===== config.mk =====
export PLATFORM = sky130hd
export DESIGN_NAME = bus_control_unit
export DESIGN_NICKNAME = d
export VERILOG_FILES = /design/src/rtl/basic_computer_pkg.sv /design/src/rtl/bus_control_unit_seq_counter.sv /design/src/rtl/bus_control_unit.sv
export SDC_FILE = /design/constraint.sdc
export NUM_CORES = 1
export LEC_CHECK = 0
export ABC_AREA = 1
export CORE_UTILIZATION = 43
export DETAILED_ROUTE_END_ITERATION = 6
export GPL_TIMING_DRIVEN = 0
export HOLD_SLACK_MARGIN = 0.15
export PLACE_DENSITY = 0.8
export SLEW_MARGIN = 30
export SYNTH_ARGS = -nofsm -noshare
export SYNTH_HDL_FRONTEND = slang
export SYNTH_HIERARCHICAL = 1
export SYNTH_SLANG_ARGS = --single-unit
export TNS_END_PERCENT = 100

===== constraint.sdc =====
create_clock -name clock -period 2.1 [get_ports clock]
set_clock_uncertainty 0.15 [all_clocks]
set_input_delay 0.42 -clock clock [delete_from_list [all_inputs] [get_ports clock]]
set_output_delay 0.42 -clock clock [all_outputs]
set_load 0.005 [all_outputs]

===== src/rtl/basic_computer_pkg.sv =====
// Shared definitions for the basic computer control path: bus source codes,
// strobe bit indices, opcodes, register-reference bit positions, AC function
// codes and the sequencer state encoding.
package basic_computer_pkg;

  // Bus source select codes
  localparam logic [2:0] SEL_NONE = 3'b000;
  localparam logic [2:0] SEL_AR   = 3'b001;
  localparam logic [2:0] SEL_PC   = 3'b010;
  localparam logic [2:0] SEL_DR   = 3'b011;
  localparam logic [2:0] SEL_AC   = 3'b100;
  localparam logic [2:0] SEL_IR   = 3'b101;
  localparam logic [2:0] SEL_TR   = 3'b110;
  localparam logic [2:0] SEL_MEM  = 3'b111;

  // LD strobe bit indices
  localparam int unsigned LD_AR = 0;
  localparam int unsigned LD_PC = 1;
  localparam int unsigned LD_DR = 2;
  localparam int unsigned LD_AC = 3;
  localparam int unsigned LD_IR = 4;
  localparam int unsigned LD_TR = 5;

  // INR / CLR strobe bit indices
  localparam int unsigned RG_AR = 0;
  localparam int unsigned RG_PC = 1;
  localparam int unsigned RG_DR = 2;
  localparam int unsigned RG_AC = 3;
  localparam int unsigned RG_TR = 4;

  // Opcodes
  localparam logic [2:0] OP_AND    = 3'd0;
  localparam logic [2:0] OP_ADD    = 3'd1;
  localparam logic [2:0] OP_LDA    = 3'd2;
  localparam logic [2:0] OP_STA    = 3'd3;
  localparam logic [2:0] OP_BUN    = 3'd4;
  localparam logic [2:0] OP_BSA    = 3'd5;
  localparam logic [2:0] OP_ISZ    = 3'd6;
  localparam logic [2:0] OP_REGREF = 3'd7;

  // Register-reference bit positions within ir[11:0]
  localparam logic [3:0] RR_CLA  = 4'd11;
  localparam logic [3:0] RR_CMA  = 4'd9;
  localparam logic [3:0] RR_INC  = 4'd5;
  localparam logic [3:0] RR_SPA  = 4'd4;
  localparam logic [3:0] RR_SNA  = 4'd3;
  localparam logic [3:0] RR_SZA  = 4'd2;
  localparam logic [3:0] RR_HLT  = 4'd0;
  localparam logic [3:0] RR_NONE = 4'd12;

  // AC input function codes
  localparam logic [1:0] ALU_AND = 2'b00;
  localparam logic [1:0] ALU_ADD = 2'b01;
  localparam logic [1:0] ALU_DR  = 2'b10;
  localparam logic [1:0] ALU_CMA = 2'b11;

  typedef enum logic [1:0] {
    ST_IDLE = 2'd0,
    ST_RUN  = 2'd1,
    ST_HALT = 2'd2
  } state_t;

  // Index of the highest set bit, RR_NONE when no bit is set.
  function automatic logic [3:0] rr_msb(input logic [11:0] bits);
    logic [3:0] idx;
    idx = RR_NONE;
    for (int unsigned k = 0; k < 12; k++) begin
      if (bits[k]) idx = 4'(k);
    end
    return idx;
  endfunction

endpackage


===== src/rtl/bus_control_unit_seq_counter.sv =====
// seq_counter: timing step counter T0..T6 with synchronous clear and
// increment. Any value above 6 is forced back to 0 on the next edge.
// Ports:
//   clock, reset : clock and synchronous active-high reset
//   i_clr        : clear to 0 (wins over increment)
//   i_inc        : increment by one
//   o_sc         : current step
//   o_t          : one-hot decode of T0..T6 (all zero for illegal values)
module seq_counter #(
  parameter int unsigned SC_WIDTH = 3
) (
  input  logic                clock,
  input  logic                reset,
  input  logic                i_clr,
  input  logic                i_inc,
  output logic [SC_WIDTH-1:0] o_sc,
  output logic [6:0]          o_t
);

  localparam logic [SC_WIDTH-1:0] SC_MAX = SC_WIDTH'(6);

  logic [SC_WIDTH-1:0] r_sc;

  always_ff @(posedge clock) begin
    if (reset) begin
      r_sc <= '0;
    end else if (i_clr || (r_sc > SC_MAX)) begin
      r_sc <= '0;
    end else if (i_inc) begin
      r_sc <= r_sc + SC_WIDTH'(1);
    end
  end

  always_comb begin
    o_t = '0;
    for (int unsigned k = 0; k < 7; k++) begin
      o_t[k] = (r_sc == SC_WIDTH'(k));
    end
  end

  assign o_sc = r_sc;

endmodule


===== src/rtl/bus_control_unit.sv =====
// bus_control_unit: hardwired control sequencer for the 16-bit basic
// computer. Drives the common bus select, register strobes and memory
// controls through fetch, decode and execute using timing steps T0..T6.
// Build option: SINGLE_STEP_EN -- when defined, each completed instruction
//   returns to IDLE so every start pulse runs exactly one instruction.
// Ports:
//   clock, reset           : clock, synchronous active-high reset
//   start                  : one-cycle pulse, starts/resumes from IDLE or HALT
//   ir                     : IR contents (I, opcode, address/reg-ref bits)
//   ac_zero/ac_sign/dr_zero: datapath status flags
//   select                 : bus source code
//   LD / INR / CLR         : register load / increment / clear strobes
//   read / write / enable  : memory controls (enable = read | write)
//   alu_op                 : AC input function, meaningful when LD[3]
//   halted                 : high in HALT
//   sc                     : current timing step
module bus_control_unit
  import basic_computer_pkg::*;
#(
  parameter int unsigned WORD_WIDTH = 16,
  parameter int unsigned SC_WIDTH   = 3
) (
  input  logic                  clock,
  input  logic                  reset,
  input  logic                  start,
  input  logic [WORD_WIDTH-1:0] ir,
  input  logic                  ac_zero,
  input  logic                  ac_sign,
  input  logic                  dr_zero,
  output logic [2:0]            select,
  output logic [5:0]            LD,
  output logic [4:0]            INR,
  output logic [4:0]            CLR,
  output logic                  read,
  output logic                  write,
  output logic                  enable,
  output logic [1:0]            alu_op,
  output logic                  halted,
  output logic [SC_WIDTH-1:0]   sc
);

  state_t              r_state;
  state_t              w_next;
  logic                r_i;
  logic [2:0]          r_op;
  logic [SC_WIDTH-1:0] w_sc;
  logic [6:0]          w_t;
  logic                w_clr;
  logic                w_hlt;
  logic                w_run;
  logic [3:0]          w_rr;

  assign w_run = (r_state == ST_RUN);
  assign w_rr  = rr_msb(ir[11:0]);

  seq_counter #(.SC_WIDTH(SC_WIDTH)) u_seq_counter (
    .clock (clock),
    .reset (reset),
    .i_clr (!w_run || w_clr || w_hlt),
    .i_inc (w_run),
    .o_sc  (w_sc),
    .o_t   (w_t)
  );

  // State register plus the I/opcode latch captured at T2.
  always_ff @(posedge clock) begin
    if (reset) begin
      r_state <= ST_IDLE;
      r_i     <= 1'b0;
      r_op    <= '0;
    end else begin
      r_state <= w_next;
      if (w_run && w_t[2]) begin
        r_i  <= ir[15];
        r_op <= ir[14:12];
      end
    end
  end

  always_comb begin
    w_next = r_state;
    case (r_state)
      ST_IDLE, ST_HALT: if (start) w_next = ST_RUN;
      ST_RUN: begin
        if (w_hlt) begin
          w_next = ST_HALT;
        end else if (w_clr) begin
`ifdef SINGLE_STEP_EN
          w_next = ST_IDLE;
`else
          w_next = ST_RUN;
`endif
        end
      end
      default: w_next = ST_IDLE;
    endcase
  end

  always_comb begin
    select = SEL_NONE;
    LD     = '0;
    INR    = '0;
    CLR    = '0;
    read   = 1'b0;
    write  = 1'b0;
    alu_op = ALU_AND;
    w_clr  = 1'b0;
    w_hlt  = 1'b0;
    if (w_run) begin
      if (w_t[0]) begin
        select      = SEL_PC;
        LD[LD_AR]   = 1'b1;
      end else if (w_t[1]) begin
        select      = SEL_MEM;
        read        = 1'b1;
        LD[LD_IR]   = 1'b1;
        INR[RG_PC]  = 1'b1;
      end else if (w_t[2]) begin
        select      = SEL_IR;
        LD[LD_AR]   = 1'b1;
      end else if (w_t[3]) begin
        if (r_op == OP_REGREF) begin
          w_clr = 1'b1;
          // Only the highest set bit is decoded; unsupported bits do nothing.
          case (w_rr)
            RR_CLA: CLR[RG_AC] = 1'b1;
            RR_CMA: begin
              LD[LD_AC] = 1'b1;
              alu_op    = ALU_CMA;
            end
            RR_INC: INR[RG_AC] = 1'b1;
            RR_SPA: INR[RG_PC] = !ac_sign;
            RR_SNA: INR[RG_PC] = ac_sign;
            RR_SZA: INR[RG_PC] = ac_zero;
            RR_HLT: w_hlt = 1'b1;
            default: ;
          endcase
        end else if (r_i) begin
          select    = SEL_MEM;
          read      = 1'b1;
          LD[LD_AR] = 1'b1;
        end
      end else if (w_t[4]) begin
        case (r_op)
          OP_AND, OP_ADD, OP_LDA, OP_ISZ: begin
            select    = SEL_MEM;
            read      = 1'b1;
            LD[LD_DR] = 1'b1;
          end
          OP_STA: begin
            select = SEL_AC;
            write  = 1'b1;
            w_clr  = 1'b1;
          end
          OP_BUN: begin
            select    = SEL_AR;
            LD[LD_PC] = 1'b1;
            w_clr     = 1'b1;
          end
          OP_BSA: begin
            select     = SEL_PC;
            write      = 1'b1;
            INR[RG_AR] = 1'b1;
          end
          default: w_clr = 1'b1;
        endcase
      end else if (w_t[5]) begin
        case (r_op)
          OP_AND, OP_ADD, OP_LDA: begin
            LD[LD_AC] = 1'b1;
            w_clr     = 1'b1;
            case (r_op)
              OP_AND:  alu_op = ALU_AND;
              OP_ADD:  alu_op = ALU_ADD;
              default: alu_op = ALU_DR;
            endcase
          end
          OP_BSA: begin
            select    = SEL_AR;
            LD[LD_PC] = 1'b1;
            w_clr     = 1'b1;
          end
          OP_ISZ:  INR[RG_DR] = 1'b1;
          default: w_clr = 1'b1;
        endcase
      end else if (w_t[6]) begin
        w_clr = 1'b1;
        if (r_op == OP_ISZ) begin
          select     = SEL_DR;
          write      = 1'b1;
          INR[RG_PC] = dr_zero;
        end
      end
    end
  end

  assign enable = read | write;
  assign halted = (r_state == ST_HALT);
  assign sc     = w_sc;

endmodule


==> reports/results.txt, run 1 <==
Complex-gate fraction of the synthesized area = 14.0%
Largest net degree at the start of global routing = 12
Lkg Pwr = 1.06 nW
TritonCTS clock tree = done
Routed Antenna Nets = 0
Vias = 1793
Sequential share of power = 35.1%
Crit path DAT = 1910 ps
WP data required = 1530 ps
Final period util = 118%
Status = finished with violations
CP Class = flip-flop to output port
Final GP Congestion = 0.903
Fin nets = 332
Post-synthesis xor/xnor area fraction = 0%
Switching portion of total power = 33.4%
Clock power share = 27.6%
DR pass1 iterations = 4
DRT Wirelength = 4980 um
Inserted Clock Buffers = 3
Critical path's top delay family = buffers and inverters
Tmin final = 2480 ps
Peak VDD IR = 398 uV
Site Rows = 19
Violations in the final reports = negative setup slack
Sw power = 169 uW
Critical Path Start Type = flip-flop
Layout area overhead = 84.4%
Die area = 3070 um2
Hold Crit Start = r_i
Dominant cell type by area after synthesis = dfxtp_1
Die height = 55.4 um
Main combinational cell family by area after synthesis = simple AND/OR/NAND/NOR gates
Clk buf depth = 2
CP Cell Sequence = buf_4 -> ha_4 -> nand2_1 -> inv_2 -> inv_1 -> nor3_2 -> nor2_2 -> inv_2 -> nand4_1 -> a31oi_2 -> buf_2
CP Capture Type = output port
PwrDens = 223 nW/um2
Initial Util = 44.9%
DR vias/cell = 5.35
Vias in the first global route = 1565
Routed len/inst = 14.9 um
Worst-Skew Late Latency = 260 ps
Top cell type's share of synthesized area = 14.7%
Multiplexer area fraction after synthesis = 0%
I/O pin count = 50
Hold Violations, Final = 0
Cells after Synth = 220
Hold Crit Class = flip-flop to flip-flop
RSZ-0062 raised after global routing = yes
Fin worst setup slack = -375 ps
Post-Syn Area per Cell = 5.58 um2
Layout cell share with drive strength beyond 1 = 50.7%
Final Core Density = 82.8%
Max-Cap Viols = 0
Slowest cell delay on critical path = 400 ps
Fin. max-slew vios = 0
Seq/Total Area, Yosys = 14.7%
Buf/Inv on CP = 5
Worst setup startpoint = u_seq_counter/o_sc[1]
Tot Pwr = 506 uW
Root buffer cell = clkbuf_4
First-pass GRT wire length = 6970 um
Clk sink count = 9
DRC Markers = 0
Synth Area in Simple Gates = 44.8%
Slowest cell on the critical path = dfxtp_4
R2R Path Start = u_seq_counter/o_sc[1]
CTS clk-pin slew, worst paths = 70 ps
Top cells by area, synth = dfxtp_1 (15%), nand2_1 (13%), inv_1 (11%), nor2_1 (11%), ha_1 (5.1%)
Placed wire-length estimate = 2320 um
Post-Synth Adder-Cell Area = 5.10%
Int Power = 337 uW
Max Fclk = 404 MHz
GRT overflow = 0
Antenna diodes = 0
Post-synth cell types = 32
Total track usage = 27.8%
Combinational share of power = 37.3%
Worst slack, placed = -775 ps
Most frequent cell on the critical path = inv_2
Fill cells = 171
Initial DRC Count = 89
H-tree depth reported by CTS = 1
Port Buffers = 43
Initial antenna violation count = 0
Seq cells post-synth = 9
Die width = 55.4 um
Netlist Area Pre-Place = 1230 um2
Setup-failing EPs final = 17
Synth warnings = 6
Worst-path fanout max = 5
Hold-fix buffer count after cts = 0
Core region area = 2730 um2
==> placed cells by master (no fill, tap or decap), drive strengths merged, types with 8 or more instances in the layout <==
| cell | synthesis | routed |
|---|---|---|
| dlygate4sd2 | 0 | 11 |
| buf | 10 | 58 |
| nand3 | 13 | 13 |
| nor2 | 43 | 43 |
| inv | 48 | 49 |
| nor3 | 8 | 8 |
| dfxtp | 9 | 9 |
| nand2 | 47 | 47 |
| clkdlybuf4s50 | 0 | 14 |
| a21oi | 9 | 9 |
==> sequential cells by signal (all words and copies together), names as in the netlist <==
| register | count |
|---|---|
| r_state | 2 |
| u_seq_counter/o_sc | 3 |
| r_i | 1 |
| r_op | 3 |
==> kinds of logic after synthesis <==
logic type	after synthesis
AOI/OAI and AO/OA	27
adders and majority gates	5
buffers and inverters	60
DFF	9
other	1
and+or+nand+nor	118
==> what timing repair did <==
item                                    4_1_cts  5_1_grt
pin swaps                                    31       25
gates resized for setup                     147       43
endpoints found under the setup margin       20       22
buffers inserted                             26        9
==> path summary, 6_finish.rpt <==
| kind | endpoint | slack, ps | cells after the start |
|---|---|---|---|
| setup / recovery | select[1] | -380 | 11 |
| hold / removal | r_i | 410 | 2 |
| setup reg to reg | u_seq_counter/o_sc[2] | 40 | 15 |
| hold reg to reg | r_i | 410 | 2 |
==> synthesized netlist by cell type, drive strengths merged <==
cell    number
o21ai        3
dfxtp        9
nor4         1
ha           5
o211ai       1
nor3         8
buf         10
a211oi       6
o21a         1
a21boi       2
o22ai        1
inv         48
clkinv       2
a31oi        4
nor2        43
nand2       47
nand3       13
nand4        6
a21oi        9
conb         1
==> worst reg2reg max path, cell delays in order (launching register included) <==
cell     delay, ps
dfxtp_4        370
inv_4           90
ha_4           140
nand2_1         50
inv_1           80
buf_6          150
inv_6           60
a31oi_4        160
nand2_1         90
nand2_1         90
o21ai_1         70
nand3_1        120
nand2_1         70
nor2_2         100
nand2_2         90
nor2_1         100
==> stage by stage <==
step                hold slack [ps]  instances  instance area (um2)  TNS (ps)
finish                          407        335                 2260     -4780
global placement                336        299                 1720     -9620
CTS                             405        329                 2090     -4250
floorplan                       306        225                 1250         0
detailed placement              355        299                 1720     -9870
global route                    460        335                 2260     -6370
==> layout make-up <==
| class | count | area (um2) | area share, % |
|---|---|---|---|
| Buffer | 9 | 78.8 | 3.48 |
| Inverter | 50 | 205 | 9.07 |
| Timing Repair Buffer | 76 | 626 | 27.6 |
| Tap cell | 31 | 38.8 | 1.71 |
| Multi-Input combinational cell | 156 | 1100 | 48.5 |
| Clock buffer | 4 | 26.3 | 1.16 |
| Sequential cell | 9 | 191 | 8.46 |
==> routing by layer <==
metal / part of all wire [%] / GRT usage [%]
met5: 0 / 0
met4: 4.0 / 13.6
met3: 6.6 / 3.51
met2: 50 / 48.9
met1: 39 / 33.0
==> power by group through the flow <==
stage          combinational, mW  sequential, mW  clock, mW
2_1_floorplan             0.0754           0.181          0
3_3_place_gp               0.138           0.181          0
3_5_place_dp               0.140           0.181          0
4_1_cts                    0.160           0.177      0.140
5_1_grt                    0.202           0.178      0.151
6_report                   0.189           0.177      0.139
No activity file was read; power rests on OpenSTA's default activity.
==> run 2: changes to the inputs <==
--- a/config.mk
+++ b/config.mk
@@ -10,10 +10,9 @@
 export DETAILED_ROUTE_END_ITERATION = 6
 export GPL_TIMING_DRIVEN = 0
 export HOLD_SLACK_MARGIN = 0.15
-export PLACE_DENSITY = 0.8
+export PLACE_DENSITY = 0.81
 export SLEW_MARGIN = 30
 export SYNTH_ARGS = -nofsm -noshare
 export SYNTH_HDL_FRONTEND = slang
-export SYNTH_HIERARCHICAL = 1
 export SYNTH_SLANG_ARGS = --single-unit
 export TNS_END_PERCENT = 100
==> reports/results.txt, run 2 <==
R2R depth = 11 (-4)
Die width = 54.3 um (-2.0%)
Slowest cell delay on critical path = 410 ps (about the same)
Critical Path Start Type = flip-flop
Hold Crit Start = u_seq_counter.o_sc[0]
Cells after Synth = 200 (-9.1%)
Worst slack, placed = -846 ps (-71.4 ps)
Netlist Area Pre-Place = 1180 um2 (-4.2%)
CP Capture Point = select[0]
Peak VDD IR = 319 uV (-20%)
Clk buf depth = 2 (unchanged)
CP Class = flip-flop to output port
Clk sink count = 9 (unchanged)
Seq cells post-synth = 9 (unchanged)
Hold-fix buffer count after cts = 0 (unchanged)
Largest net degree at the start of global routing = 11 (-1)
Top cell type's share of synthesized area = 15.3% (+0.64 points)
Initial DRC Count = 55 (-38%)
RSZ-0062 raised after global routing = yes
Fin nets = 312 (-6.0%)
Post-Syn Area per Cell = 5.88 um2 (+5.4%)
Worst setup startpoint = u_seq_counter.o_sc[0]
Count leader, synth = nand2_1
DRC Markers = 0 (unchanged)
I/O pin count = 50 (unchanged)
Setup-failing EPs final = 18 (+1)
Fin. max-slew vios = 0 (unchanged)
Seq/Total Area, Yosys = 15.3% (+0.64 points)
Dominant cell type by area after synthesis = dfxtp_1
Layout area overhead = 85.0%
Vias in the first global route = 1392 (-11%)
Slowest cell on the critical path = dfxtp_4
First-pass GRT wire length = 5930 um (-15%)
DR pass1 iterations = 4 (unchanged)
Hold path depth = 1 (-1)
CTS clk-pin slew, worst paths = 90 ps (+20 ps)
CP Cell Sequence = buf_6 -> ha_4 -> buf_4 -> nand2_2 -> o21ai_2 -> o2111ai_2 -> a31oi_1 -> buf_2
Port Buffers = 43 (unchanged)
Inserted Clock Buffers = 3 (unchanged)
Post-synthesis async set-or-reset flop share = 0% (unchanged)
Layout cell share with drive strength beyond 1 = 55.6% (+5.0 points)
Reg2reg setup slack = 140 ps (+100 ps)
Root buffer cell = clkbuf_4
Die area = 2950 um2 (-4.0%)
Top cells by count, synth = nand2_1 (35), inv_1 (30), nor2_1 (26)
Violations in the final reports = negative setup slack
Crit path DAT = 1930 ps (+20 ps)
Die height = 54.3 um (-2.0%)
DRT Wirelength = 4930 um (-1.1%)
Final period util = 119% (+1.4 points)
Most used DFF post-synth = dfxtp_1
Worst-Skew Late Latency = 290 ps (+30 ps)
Core region area = 2520 um2 (-7.7%)
Worst-path fanout max = 6 (+1)
Max Fclk = 399 MHz (-1.1%)
Hold Violations, Final = 0 (unchanged)
Antenna diodes = 0 (unchanged)
Initial Util = 46.6% (+1.7 points)
Routed len/inst = 15.7 um (+5.5%)
Vias = 1751 (-2.3%)
Initial antenna violation count = 0 (unchanged)
DR vias/cell = 5.58 (+4.2%)
WP data required = 1530 ps (about the same)
Number of synthesized flops with an enable pin = 0 (unchanged)
Smallest hold slack = 342 ps (-64.3 ps)
Post-synth cell types = 28 (-13%)
PwrDens = 262 nW/um2 (+17%)
Total track usage = 27.3% (-0.44 points)
Most frequent cells in the layout = buf_4 (30), nand2_1 (24), inv_2 (20)
H-tree depth reported by CTS = 1 (unchanged)
Synth warnings = 0 (-6)
Leading cell type in the layout, fill and taps excluded = buf_4
Site Rows = 18 (-1)
R2R Path Start = u_seq_counter.o_sc[0]
Tmin final = 2500 ps (+28.5 ps)
TritonCTS clock tree = done
Placed wire-length estimate = 2400 um (+3.2%)
Status = finished with violations
Max-Cap Viols = 0 (unchanged)
Top cells by area, synth = dfxtp_1 (15%), nand2_1 (11%), inv_1 (9.6%), nor2_1 (8.3%), ha_1 (5.3%)
CP Capture Type = output port
R2R Path End = u_seq_counter.o_sc[2]
Routed Antenna Nets = 0 (unchanged)
Lkg Pwr = 1.03 nW (-2.3%)
Hold Crit Class = flip-flop to flip-flop
Fin worst setup slack = -404 ps (-28.5 ps)
Final GP Congestion = 0.907 (+0.49%)
GRT overflow = 0 (unchanged)
run 2: cell types whose count changed in the layout (fill, tap and decap cells not counted), moves of 3 or more:
cell / delta
nand2_1: -11
dlygate4sd2_1: -8
inv_1: -8
nor2_1: -8
nand2_2: +5
o21ai_0: +5
clkdlybuf4s15_1: +4
inv_2: -4
a211oi_1: -3
a31oi_1: +3
buf_6: -3
inv_4: +3
nor3_1: +3
run 2: how the worst min path moves through the flow:
stage	endpoint	slack, ps
floorplan	u_seq_counter.o_sc[0]	310
global placement	u_seq_counter.o_sc[0]	320
detailed placement	u_seq_counter.o_sc[0]	320
CTS	u_seq_counter.o_sc[0]	330
global route	u_seq_counter.o_sc[0]	360
finish	u_seq_counter.o_sc[0]	340
run 2: cell families after synthesis:
group	synth area share, %
compound gates	12.8
fa+ha+maj	5.32
buf+inv	18.2
flops	15.3
other cells	0.319
simple gates	48.1
run 2: report_power, final:
group,total (mW),switching [mW],internal (mW)
clock,0.153,0.0826,0.0707
sequential,0.181,0.00747,0.174
combinational,0.236,0.120,0.116
run 2: final cells by class:
class                      instances  area, um2
clock buffer                       3       22.5
timing repair buffer              75        612
buffer                             8       67.6
inverter                          39        169
multi-input combinational        149       1070
sequential                         9        191
fill                             128        347
clock inverter                     1       5.00
tap                               30       37.5
run 2: repair_timing:
action                                  in CTS  in global routing
pin swaps                                   26                 25
endpoints found under the setup margin      18                 18
buffers inserted                            23                  9
gates resized for setup                    129                 59
run 2: through the flow:
stage	utilization, %	power [mW]	cell area [um2]	TNS, ps	cells
floorplan	-	0.271	1190	0	205
global placement	65.9	0.341	1660	-8680	278
detailed placement	65.9	0.342	1660	-8800	278
CTS	77.5	0.526	1950	-3370	305
global route	86.3	0.601	2180	-5900	314
finish	86.3	0.571	2180	-4640	314
run 2: routing by layer:
metal	track usage [%]	share of wire (%)	vias to the layer above
li1	-	-	798
met1	30.5	37	801
met2	51.6	50	125
met3	3.89	9.2	27
met4	9.83	3.8	0
met5	0	0	-
run 2: critical path, delay by kind of cell, from the launching register on:
family	cells	cell delay [ps]
AO/OA/AOI/OAI	3	580
adder cells (fa/ha/maj)	1	160
buffers and inverters	3	380
flip-flops	1	410
AND/OR/NAND/NOR	1	120
==> run 3: changes to the inputs <==
--- a/config.mk
+++ b/config.mk
@@ -10,9 +10,10 @@
 export DETAILED_ROUTE_END_ITERATION = 6
 export GPL_TIMING_DRIVEN = 0
 export HOLD_SLACK_MARGIN = 0.15
-export PLACE_DENSITY = 0.81
+export PLACE_DENSITY = 0.8
 export SLEW_MARGIN = 30
 export SYNTH_ARGS = -nofsm -noshare
 export SYNTH_HDL_FRONTEND = slang
+export SYNTH_HIERARCHICAL = 1
 export SYNTH_SLANG_ARGS = --single-unit
 export TNS_END_PERCENT = 100
==> results of run 3 <==
Same layout as run 1: the final DEF is identical, and so are final timing and power.
